==> src/rtl/mini_shader_if.sv <==
// Instruction/result bundle between the shader sequencer (master) and the ALU core (slave).
interface mini_shader_if #(
    parameter int unsigned DATA_W = 16,
    parameter int unsigned AW     = 3
);
    localparam int unsigned INSTR_W = 16;

    logic [INSTR_W-1:0] instr;
    logic [DATA_W-1:0]  alu_result;
    logic               wb_en;
    logic [AW-1:0]      wb_addr;

    modport master (output instr, input alu_result, wb_en, wb_addr);
    modport slave  (input instr, output alu_result, wb_en, wb_addr);
endinterface

==> src/rtl/mini_shader_core.sv <==
// Single-cycle register-to-register ALU core: decode, execute, write back on the next edge.
module mini_shader_rf #(
    parameter int unsigned DATA_W = 16,
    parameter int unsigned NREGS  = 8,
    parameter int unsigned AW     = 3
) (
    input  logic              clk,
    input  logic              rst_n,
    input  logic              we,
    input  logic [AW-1:0]     waddr,
    input  logic [DATA_W-1:0] wdata,
    input  logic [AW-1:0]     raddr1,
    input  logic [AW-1:0]     raddr2,
    output logic [DATA_W-1:0] rdata1_c,
    output logic [DATA_W-1:0] rdata2_c
);
    logic [DATA_W-1:0] regs [0:NREGS-1];

    // Reset is asynchronous and also blocks any write while held low.
    always_ff @(posedge clk or negedge rst_n) begin
        if (!rst_n) begin
            for (int unsigned i = 0; i < NREGS; i++) begin
                regs[i] <= '0;
            end
        end else if (we) begin
            regs[waddr] <= wdata;
        end
    end

    assign rdata1_c = regs[raddr1];
    assign rdata2_c = regs[raddr2];
endmodule

module mini_shader_core #(
    parameter int unsigned DATA_W = 16,
    parameter int unsigned NREGS  = 8
) (
    input  logic          clk,
    input  logic          rst_n,
    mini_shader_if.slave  bus
);
    localparam int unsigned AW = $clog2(NREGS);

    typedef enum logic [2:0] {
        OP_ADD = 3'b000,
        OP_SUB = 3'b001,
        OP_AND = 3'b010,
        OP_OR  = 3'b011,
        OP_XOR = 3'b100,
        OP_MUL = 3'b101,
        OP_SHL = 3'b110,
        OP_NOP = 3'b111
    } opcode_e;

    opcode_e           opcode;
    logic [AW-1:0]     rs1;
    logic [AW-1:0]     rs2;
    logic [AW-1:0]     rd;
    logic [DATA_W-1:0] op_a;
    logic [DATA_W-1:0] op_b;
    logic [DATA_W-1:0] alu;
    logic              wr_en;

    assign opcode = opcode_e'(bus.instr[15:13]);
    assign rs1    = bus.instr[12:10];
    assign rs2    = bus.instr[9:7];
    assign rd     = bus.instr[6:4];
    assign wr_en  = (opcode != OP_NOP);

    mini_shader_rf #(
        .DATA_W (DATA_W),
        .NREGS  (NREGS),
        .AW     (AW)
    ) rf (
        .clk      (clk),
        .rst_n    (rst_n),
        .we       (wr_en),
        .waddr    (rd),
        .wdata    (alu),
        .raddr1   (rs1),
        .raddr2   (rs2),
        .rdata1_c (op_a),
        .rdata2_c (op_b)
    );

    // Results are truncated to DATA_W; carry and product high bits are dropped.
    always_comb begin
        alu = '0;
        unique case (opcode)
            OP_ADD: alu = op_a + op_b;
            OP_SUB: alu = op_a - op_b;
            OP_AND: alu = op_a & op_b;
            OP_OR:  alu = op_a | op_b;
            OP_XOR: alu = op_a ^ op_b;
            OP_MUL: alu = op_a * op_b;
            OP_SHL: alu = op_a << op_b[3:0];
            OP_NOP: alu = '0;
        endcase
    end

    assign bus.alu_result = alu;
    assign bus.wb_en      = wr_en;
    assign bus.wb_addr    = rd;
endmodule

==> src/flat_wrapper.sv <==
// flat-port wrapper written by rule: the top's interface ports become plain ports
module mini_shader_core_flat 
#(
    parameter int unsigned DATA_W = 16,
    parameter int unsigned NREGS  = 8
)
  (clk, rst_n, bus_instr, bus_alu_result, bus_wb_en, bus_wb_addr);
  mini_shader_if #(.DATA_W(DATA_W)) bus_i ();
  input  logic clk;
  input  logic rst_n;
  input wire logic [$bits(bus_i.instr)-1:0] bus_instr;
  output wire logic [$bits(bus_i.alu_result)-1:0] bus_alu_result;
  output wire logic [$bits(bus_i.wb_en)-1:0] bus_wb_en;
  output wire logic [$bits(bus_i.wb_addr)-1:0] bus_wb_addr;
  assign bus_i.instr = bus_instr;
  assign bus_alu_result = bus_i.alu_result;
  assign bus_wb_en = bus_i.wb_en;
  assign bus_wb_addr = bus_i.wb_addr;
  mini_shader_core #(.DATA_W(DATA_W), .NREGS(NREGS)) u_core (.clk(clk), .rst_n(rst_n), .bus(bus_i));
endmodule
==> config.mk <==
export PLATFORM = sky130hd
export DESIGN_NAME = mini_shader_core_flat
export DESIGN_NICKNAME = d
export VERILOG_FILES = /design/src/rtl/mini_shader_if.sv /design/src/rtl/mini_shader_core.sv /design/src/flat_wrapper.sv
export SDC_FILE = /design/constraint.sdc
export NUM_CORES = 1
export LEC_CHECK = 0
export CORE_ASPECT_RATIO = 0.6
export CORE_MARGIN = 2
export CORE_UTILIZATION = 30
export DETAILED_ROUTE_END_ITERATION = 16
export SYNTH_ARGS = -nofsm -noshare
export SYNTH_HDL_FRONTEND = slang
export SYNTH_SLANG_ARGS = --single-unit
==> constraint.sdc <==
create_clock -name clk -period 10.9 [get_ports clk]
set_input_delay 2.18 -clock clk [delete_from_list [all_inputs] [get_ports clk]]
set_output_delay 2.18 -clock clk [all_outputs]
set_load 0.02 [all_outputs]
==> impl_metrics.csv, run 1 <==
group,metric,value,unit
cells_and_area,regMostFlops,"u_core.rf.regs",
setup_path,crit_family,"adder cells",
setup_path,worstPathRequired,8720,ps
cells_and_area,largest_reg_flops,128,
timing,slew_headroom,0.111,
place,numPortBuffers,33,
clock_network,clk_pin_slew_worst_paths,60,ps
die,start_util,0.306,
global_route,grt_overflow,0,
drt,antenna_left,0,
min_path,holdCritPathClass,"flip-flop to flip-flop",
logic_synthesis,ys_types,74,
clock_network,cts_hold_buf,0,
timing,final_max_slew_viol_count,0,
clock_network,clockBufferDepth,2,
die,core.rowCount,59,
drt,num_vias,10700,
die,coreArea,43600,µm²
logic_synthesis,ys_warn_count,0,
timing,post-route-period-util,0.992,
global_route,grt_usage,0.207,
logic_synthesis,synth-edff-count,0,
logic_synthesis,synth_seq_cells,128,
drt,drt-initial-drc-count,1061,
cells_and_area,nets,1666,
die,dieArea,46200,µm²
status,status,"complete, but fails checks",
setup_path,cp.arrival,8630,ps
clock_network,worstSkewPairLatency,440,ps
setup_path,rrSetupSlack,3880,ps
place,place_congestion,1.03,
timing,finalCriticalPeriod,10810,ps
global_route,antenna_found_initial,0,
cells_and_area,most-common-layout-cells,"buf_4, inv_1, dfrtp_1",
setup_path,critPathBufInv,8,
place,place_area,15700,µm²
cells_and_area,layout-drive-gt1-share,0.360,
logic_synthesis,avgSynthCellArea,10.6,µm²
clock_network,clock_sinks,128,
drt,drc_errors,3,
setup_path,critPathMaxStageDelay,570,ps
drt,firstDrtPassIters,11,
global_route,grt_pass1_wl,70600,µm
timing,rsz0062_at_grt,"true",
logic_synthesis,synth_ff_type,"dfrtp_1",
timing,tightest_slew,1330,ps
setup_path,end_kind,"primary output",
drt,wire_per_inst,23.0,µm
die,dieWidth,276,µm
cells_and_area,diodes,0,
die,die_h,167,µm
place,hpwlAfterDp,36900,µm
die,io_pins,38,
cells_and_area,areaGrowthSynthToFinish,26.9,%
status,violations,"DRC",
cells_and_area,final_common_cell,"buf_4",
setup_path,crit_type,"input pin to primary output",
logic_synthesis,async_flop_share,1.00,
run,maxCapViolCount,0,
clock_network,cts_made_buffers,17,
timing,setup_violations,0,
logic_synthesis,synth_area,13300,µm²
setup_path,path_max_fanout,7,
timing,clock-skew-final,11.8,ps
logic_synthesis,synth_nets,1452,
clock_network,cts-root-buf,"clkbuf_16",
clock_network,cts_tree,"done",
clock_network,cts_max_level,4,
global_route,grt_max_degree,81,
logic_synthesis,ys_seq_area_frac,0.240,
timing,hold_viol_final,0,
cells_and_area,fin_area,16900,µm²
drt,vias_per_cell,5.19,
timing,fmax,92.5,MHz
setup_path,worst_path_max_delay_cell,"mux4_2",
cells_and_area,reg.largest.list,"u_core.rf.regs: 128 flops",
setup_path,start_kind,"input pin",
logic_synthesis,syn_inst,1255,
drt,detail_route.wirelength,47400,µm
global_route,grt_pass1_vias,10800,
## cell usage after synthesis, types with 28 or more instances
cell type | n | area share
a21oi_1 | 38 | 0.014
dfrtp_1 | 128 | 0.24
fa_1 | 81 | 0.12
ha_1 | 98 | 0.092
inv_1 | 148 | 0.042
mux2_2 | 121 | 0.10
mux2i_1 | 28 | 0.021
mux4_2 | 55 | 0.093
nand2_1 | 100 | 0.028
nor2_1 | 116 | 0.033
o21ai_0 | 46 | 0.017
xnor2_1 | 51 | 0.034
## timing repair
action | 4_1_cts | 5_1_grt
pin swaps | 6 | 26
endpoints found under the setup margin | 8 | 9
setup buffers | 4 | 19
gates cloned | 3 | 1
resized for setup | 52 | 69
## per-layer routing
layer	part of all wire	wire length, µm	up-vias	GRT usage
met2	0.39	18400	490	0.273
met3	0.11	5430	47	0.0735
met1	0.48	22800	5384	0.318
met5	0.0014	67	-	0.0103
li1	-	-	4765	-
met4	0.014	686	2	0.0378
## logic make-up after synthesis
group	Yosys count	synth area share
simple gates	258	0.0811
compound gates	168	0.0847
xor+xnor	64	0.0441
flops	128	0.240
mux	239	0.265
fa+ha+maj	179	0.214
buf+inv	219	0.0711
## through the flow
| step | TNS (ps) | std cells | setup WS, ps | hold WS (ps) | util |
|---|---|---|---|---|---|
| after global placement | -4210 | 2002 | -787 | 485 | 0.360 |
| after CTS | 0 | 2041 | 7.02 | 508 | 0.379 |
| after floorplan | 0 | 1255 | 82.5 | 461 | - |
| after global routing | -110 | 2061 | -66.7 | 538 | 0.388 |
| after detailed placement | -4360 | 2002 | -814 | 495 | 0.360 |
| final | 0 | 2061 | 85.3 | 504 | 0.388 |
## worst reg2reg max path, delay by kind of cell, from the launching register on
kind / cells / cell delay [ps]
simple gates: 2 / 210
mux: 3 / 1030
xor+xnor: 1 / 120
fa+ha+maj: 7 / 3140
compound gates: 5 / 1210
buf+inv: 8 / 770
flops: 1 / 410
## area by class of cell
class,count,area (µm²)
multi-input cells,908,9370
fillers,4258,26600
inverters,161,619
clock inverters,15,208
clock buffers,17,425
flip-flops and latches,128,3200
repair buffers,253,2350
well taps,579,724
## final timing paths
check	start	endpoint	cells after the start
setup / recovery	bus_instr[10]	bus_alu_result[15]	26
hold / removal	u_core.rf.regs[48]	u_core.rf.regs[48]	2
setup reg to reg	u_core.rf.regs[55]	u_core.rf.regs[110]	26
hold reg to reg	u_core.rf.regs[48]	u_core.rf.regs[48]	2
max in group asynchronous	rst_n	u_core.rf.regs[126]	2
min in group asynchronous	rst_n	u_core.rf.regs[116]	1
Power of run 1 is left out: the tool's default activity adds up to more than one toggle a clock period on the data nets, which glitch-free logic cannot reach.
==> run 2: changes to the inputs <==
==> constraint.sdc (replaced) <==
create_clock -name clk -period 13.5 [get_ports clk]
set_input_delay 2.7 -clock clk [delete_from_list [all_inputs] [get_ports clk]]
set_output_delay 2.7 -clock clk [all_outputs]
set_load 0.02 [all_outputs]
==> run 2 against run 1 <==
Compared with the run above: the flow still finishes with violations (DRC); first-iteration DRC count up 0.66%; critical path depth up 4; clock-buffer cell count up 14; global-route usage down 0.45 points; via count down 4.2%; clock skew up 14 ps; register-to-register slack better by 2200 ps.
==> impl_metrics.csv, run 2 (synthesized netlist as in run 1, its figures left out) <==
group,metric,value,unit
setup_path,r2r_cells,25,
timing,hold_viol_final,0,
timing,tightest_slew,1270,ps
cells_and_area,diodes,0,
cells_and_area,fin_area,15400,µm²
clock_network,worstSkewPairLatency,490,ps
setup_path,critPathMaxStageDelay,840,ps
timing,setup_violations,0,
timing,slew_headroom,0.151,
place,hpwlAfterDp,35100,µm
setup_path,path_max_fanout,10,
global_route,grt_pass1_vias,10600,
global_route,grt_pass1_wl,69800,µm
drt,drt-initial-drc-count,1068,
timing,finalCriticalPeriod,13130,ps
die,coreArea,43600,µm²
cells_and_area,reg.largest.list,"u_core.rf.regs: 128 flops",
clock_network,cts_made_buffers,25,
die,dieWidth,276,µm
status,status,"complete, but fails checks",
clock_network,cts_max_level,4,
cells_and_area,areaGrowthSynthToFinish,15.3,%
clock_network,cts_tree,"done",
cells_and_area,final_common_cell,"inv_1",
drt,drc_errors,3,
clock_network,clk_pin_slew_worst_paths,50,ps
timing,hold_ws,510,ps
timing,clock-skew-final,26.2,ps
drt,num_vias,10200,
global_route,grt_overflow,0,
drt,firstDrtPassIters,11,
drt,detail_route.wirelength,45200,µm
status,violations,"DRC",
die,dieArea,46200,µm²
clock_network,cts_hold_buf,0,
place,place_congestion,0.967,
clock_network,clock_sinks,128,
setup_path,cpMostUsedCell,"inv_1",
global_route,grt_usage,0.202,
clock_network,cts_setup_buffers,0,
cells_and_area,multi_input_area,9180,µm²
cells_and_area,regMostFlops,"u_core.rf.regs",
clock_network,cts_resized,0,
timing,post-route-period-util,0.973,
min_path,hold_depth,2,
setup_path,r2r-end,"u_core.rf.regs[46]",
run,maxCapViolCount,0,
min_path,holdPathEnd,"u_core.rf.regs[48]",
cells_and_area,nets,1528,
setup_path,worstPathRequired,10800,ps
place,place_area,14600,µm²
die,start_util,0.306,
drt,vias_per_cell,5.34,
clock_network,clockBufferDepth,3,
cells_and_area,n_fill_cell,4368,
timing,rsz0062_at_grt,"false",
cells_and_area,largest_reg_flops,128,
setup_path,cp.arrival,10430,ps
setup_path,end_kind,"primary output",
setup_path,crit_type,"input pin to primary output",
cells_and_area,seq_area,3200,µm²
global_route,antenna_found_initial,1,
timing,fmax,76.2,MHz
min_path,hold_start,"u_core.rf.regs[48]",
clock_network,cts-root-buf,"clkbuf_16",
setup_path,rr_startpoint,"u_core.rf.regs[85]",
timing,fin_tns_setup,0,ps
global_route,grt_max_degree,73,
timing,final_max_slew_viol_count,0,
cells_and_area,most-common-layout-cells,"inv_1, dfrtp_1, mux2_2",
die,core.rowCount,59,
cells_and_area,finalNonFillerCells,1916,
place,place_inst,1883,
setup_path,rrSetupSlack,6070,ps
die,die_h,167,µm
min_path,holdCritPathClass,"flip-flop to flip-flop",
drt,antenna_left,0,
setup_path,worst_path_max_delay_cell,"clkdlybuf4s50_1",
cells_and_area,layout-drive-gt1-share,0.253,
drt,wire_per_inst,23.6,µm
setup_path,start_kind,"input pin",
place,numPortBuffers,33,
die,io_pins,38,
[run 2: cell types whose count changed in the layout (fill, tap and decap cells not counted), moves of 7 or more]
cell,previous run,this run
inv_1,140,148
buf_12,21,4
buf_6,11,0
ha_1,91,98
clkbuf_16,18,25
clkdlybuf4s50_1,18,29
buf_4,188,71
[run 2: critical path: cells and delay by family]
family                   cells  cell delay [ps]
buffers and inverters       11             2470
XOR/XNOR                     1              100
adder cells (fa/ha/maj)      8             2850
AND/OR/NAND/NOR              2              270
AO/OA/AOI/OAI                8             2050
[run 2: through the flow]
stage	util	setup slack [ps]
finish	0.353	368
global route	0.353	18.3
CTS	0.353	386
detailed placement	0.336	413
global placement	0.336	483
floorplan	-	1640
[run 2: area by class of cell]
cell class | instances | share of cell area
Multi-Input combinational cell | 908 | 0.597
Sequential cell | 128 | 0.209
Timing Repair Buffer | 107 | 0.0598
Tap cell | 579 | 0.0472
Clock buffer | 31 | 0.0455
Inverter | 161 | 0.0393
Clock inverter | 2 | 0.00228
[run 2: how the worst max path moves through the flow]
stage | slack, ps | cells after the start | from | end
final | 370 | 30 | bus_instr[12] | bus_alu_result[14]
after global routing | 20 | 28 | bus_instr[12] | bus_alu_result[13]
after CTS | 390 | 26 | bus_instr[8] | bus_alu_result[14]
after detailed placement | 410 | 26 | bus_instr[8] | bus_alu_result[14]
after global placement | 480 | 26 | bus_instr[8] | bus_alu_result[14]
after floorplan | 1640 | 25 | bus_instr[7] | bus_alu_result[15]
[run 2: routing by layer]
metal,routed length (µm),share of wire,GRT usage
met5,0,0,0
met4,324,0.0072,0.0278
met3,5150,0.11,0.0741
met2,17500,0.39,0.268
met1,22200,0.49,0.313
Power of run 2 is left out for the same reason.
==> run 3: changes to the inputs <==
==> constraint.sdc (replaced) <==
create_clock -name clk -period 13.5 [get_ports clk]
set_input_delay 1.35 -clock clk [delete_from_list [all_inputs] [get_ports clk]]
set_output_delay 1.35 -clock clk [all_outputs]
set_load 0.02 [all_outputs]
==> run 3 against run 2 <==
Compared with the run above: the run still ends with DRC left; clock skew decreased by 13 ps; global-route usage is 1.9 points lower; sequential share of layout area is 0.84 points higher; maximum frequency up 14%; hold slack gained 8.6 ps; routed wire length down 8.0%; die area unchanged; flip-flop and latch count unchanged; clock-buffer cell count fell by 10; critical path depth decreased by 6; final area down 3.9%; critical path type unchanged; largest cell class unchanged; highest routed layer unchanged.
==> impl_metrics.csv, run 3 (synthesized netlist as in run 1, its figures left out) <==
group,metric,value,unit
die,dieWidth,276,µm
setup_path,r2r_cells,23,
place,place_congestion,0.963,
setup_path,crit_chain,"clkdlybuf4s50_1 -> buf_4 -> mux4_1 -> mux2i_2 -> clkinv_1 -> nand2_1 -> fa_1 -> fa_1 -> inv_1 -> fa_1 -> fa_1 -> inv_1 -> fa_1 -> fa_1 -> xor2_1 -> xnor2_1 -> xnor2_1 -> xnor2_1 -> xnor2_1 -> xnor3_1 -> xnor2_1 -> xnor2_1 -> o211ai_4 -> clkdlybuf4s50_1",
setup_path,rr_startpoint,"u_core.rf.regs[5]",
clock_network,cts_tree,"done",
timing,hold_ws,518,ps
setup_path,end_kind,"primary output",
die,die_h,167,µm
clock_network,clock_sinks,128,
setup_path,path_max_fanout,19,
drt,num_vias,9994,
clock_network,worstSkewPairLatency,430,ps
setup_path,worst_path_max_delay_cell,"clkdlybuf4s50_1",
min_path,hold_depth,2,
cells_and_area,diodes,0,
timing,clock-skew-final,12.8,ps
min_path,hold_start,"u_core.rf.regs[48]",
die,start_util,0.306,
place,hpwlAfterDp,30900,µm
global_route,grt_overflow,0,
setup_path,crit_type,"input pin to primary output",
clock_network,cts-root-buf,"clkbuf_16",
cells_and_area,most-common-layout-cells,"inv_1, dfrtp_1, mux2_2",
timing,finalCriticalPeriod,11560,ps
status,status,"complete, but fails checks",
clock_network,cts_made_buffers,17,
cells_and_area,n_fill_cell,4398,
setup_path,crit_family,"adder cells",
cells_and_area,nets,1468,
drt,firstDrtPassIters,11,
timing,tightest_slew,1190,ps
drt,wire_per_inst,22.3,µm
timing,fin_tns_setup,0,ps
timing,slew_headroom,0.206,
global_route,grt_max_degree,71,
drt,drt-initial-drc-count,1126,
setup_path,rrSetupSlack,5580,ps
clock_network,cts_setup_buffers,0,
cells_and_area,largest_reg_flops,128,
timing,final_max_slew_viol_count,0,
cells_and_area,multi_input_area,9170,µm²
global_route,grt_pass1_wl,63800,µm
timing,post-route-period-util,0.856,
timing,hold_viol_final,0,
clock_network,clockBufferDepth,2,
clock_network,cts_hold_buf,0,
die,dieArea,46200,µm²
die,core.rowCount,59,
timing,fmax,86.5,MHz
global_route,antenna_found_initial,0,
die,io_pins,38,
drt,drc_errors,3,
setup_path,cp.arrival,10210,ps
cells_and_area,regMostFlops,"u_core.rf.regs",
clock_network,cts_resized,0,
timing,setup_violations,0,
cells_and_area,layout-drive-gt1-share,0.222,
setup_path,critPathBufInv,6,
setup_path,crit_cells,24,
setup_path,critPathLaunch,"bus_instr[8]",
clock_network,cts_max_level,4,
timing,rsz0062_at_grt,"false",
cells_and_area,final_common_cell,"inv_1",
place,numPortBuffers,33,
setup_path,start_kind,"input pin",
cells_and_area,reg.largest.list,"u_core.rf.regs: 128 flops",
cells_and_area,seq_area,3200,µm²
drt,vias_per_cell,5.36,
min_path,holdCritPathClass,"flip-flop to flip-flop",
setup_path,worstPathRequired,12150,ps
global_route,grt_pass1_vias,10000,
setup_path,critPathMaxStageDelay,1050,ps
die,coreArea,43600,µm²
run,maxCapViolCount,0,
status,violations,"DRC",
global_route,grt_usage,0.184,
drt,detail_route.wirelength,41500,µm
clock_network,clk_pin_slew_worst_paths,60,ps
cells_and_area,areaGrowthSynthToFinish,10.9,%
drt,antenna_left,0,
run 3: final cells by class:
class                      count  share of cell area
clock buffer                  21              0.0325
clock inverter                11             0.00720
inverter                     161              0.0409
multi-input combinational    908               0.621
sequential                   128               0.217
tap                          579              0.0491
timing repair buffer          55              0.0324
run 3: path summary, 6_finish.rpt:
check,end
max,bus_alu_result[15]
min,u_core.rf.regs[48]
max in group asynchronous,u_core.rf.regs[41]
min in group asynchronous,u_core.rf.regs[51]
min reg2reg,u_core.rf.regs[48]
max reg2reg,u_core.rf.regs[110]
run 3: worst register-to-register path: cells and delay by family (launching register included):
family / cells / cell delay (ps)
adder cells (fa/ha/maj): 8 / 3550
AO/OA/AOI/OAI: 5 / 1520
multiplexers: 3 / 1350
buffers and inverters: 5 / 750
flip-flops: 1 / 380
AND/OR/NAND/NOR: 1 / 160
XOR/XNOR: 1 / 100
run 3: per-layer routing:
metal  vias up  GRT usage  wire [µm]  part of all wire
met1      5058      0.275      19600              0.47
met2       517      0.248      16400              0.39
met4         0     0.0368        605             0.015
li1       4371          -          -                 -
met5         -          0          0                 0
met3        48     0.0696       4990              0.12
run 3: per-stage QoR:
stage	instance area, µm²	cells	util	setup slack, ps
finish	14800	1863	0.339	1940
global placement	14200	1831	0.326	2160
floorplan	13300	1255	-	4340
detailed placement	14200	1831	0.326	2010
global route	14800	1863	0.339	1640
CTS	14800	1863	0.339	1990
Power of run 3 is left out for the same reason.
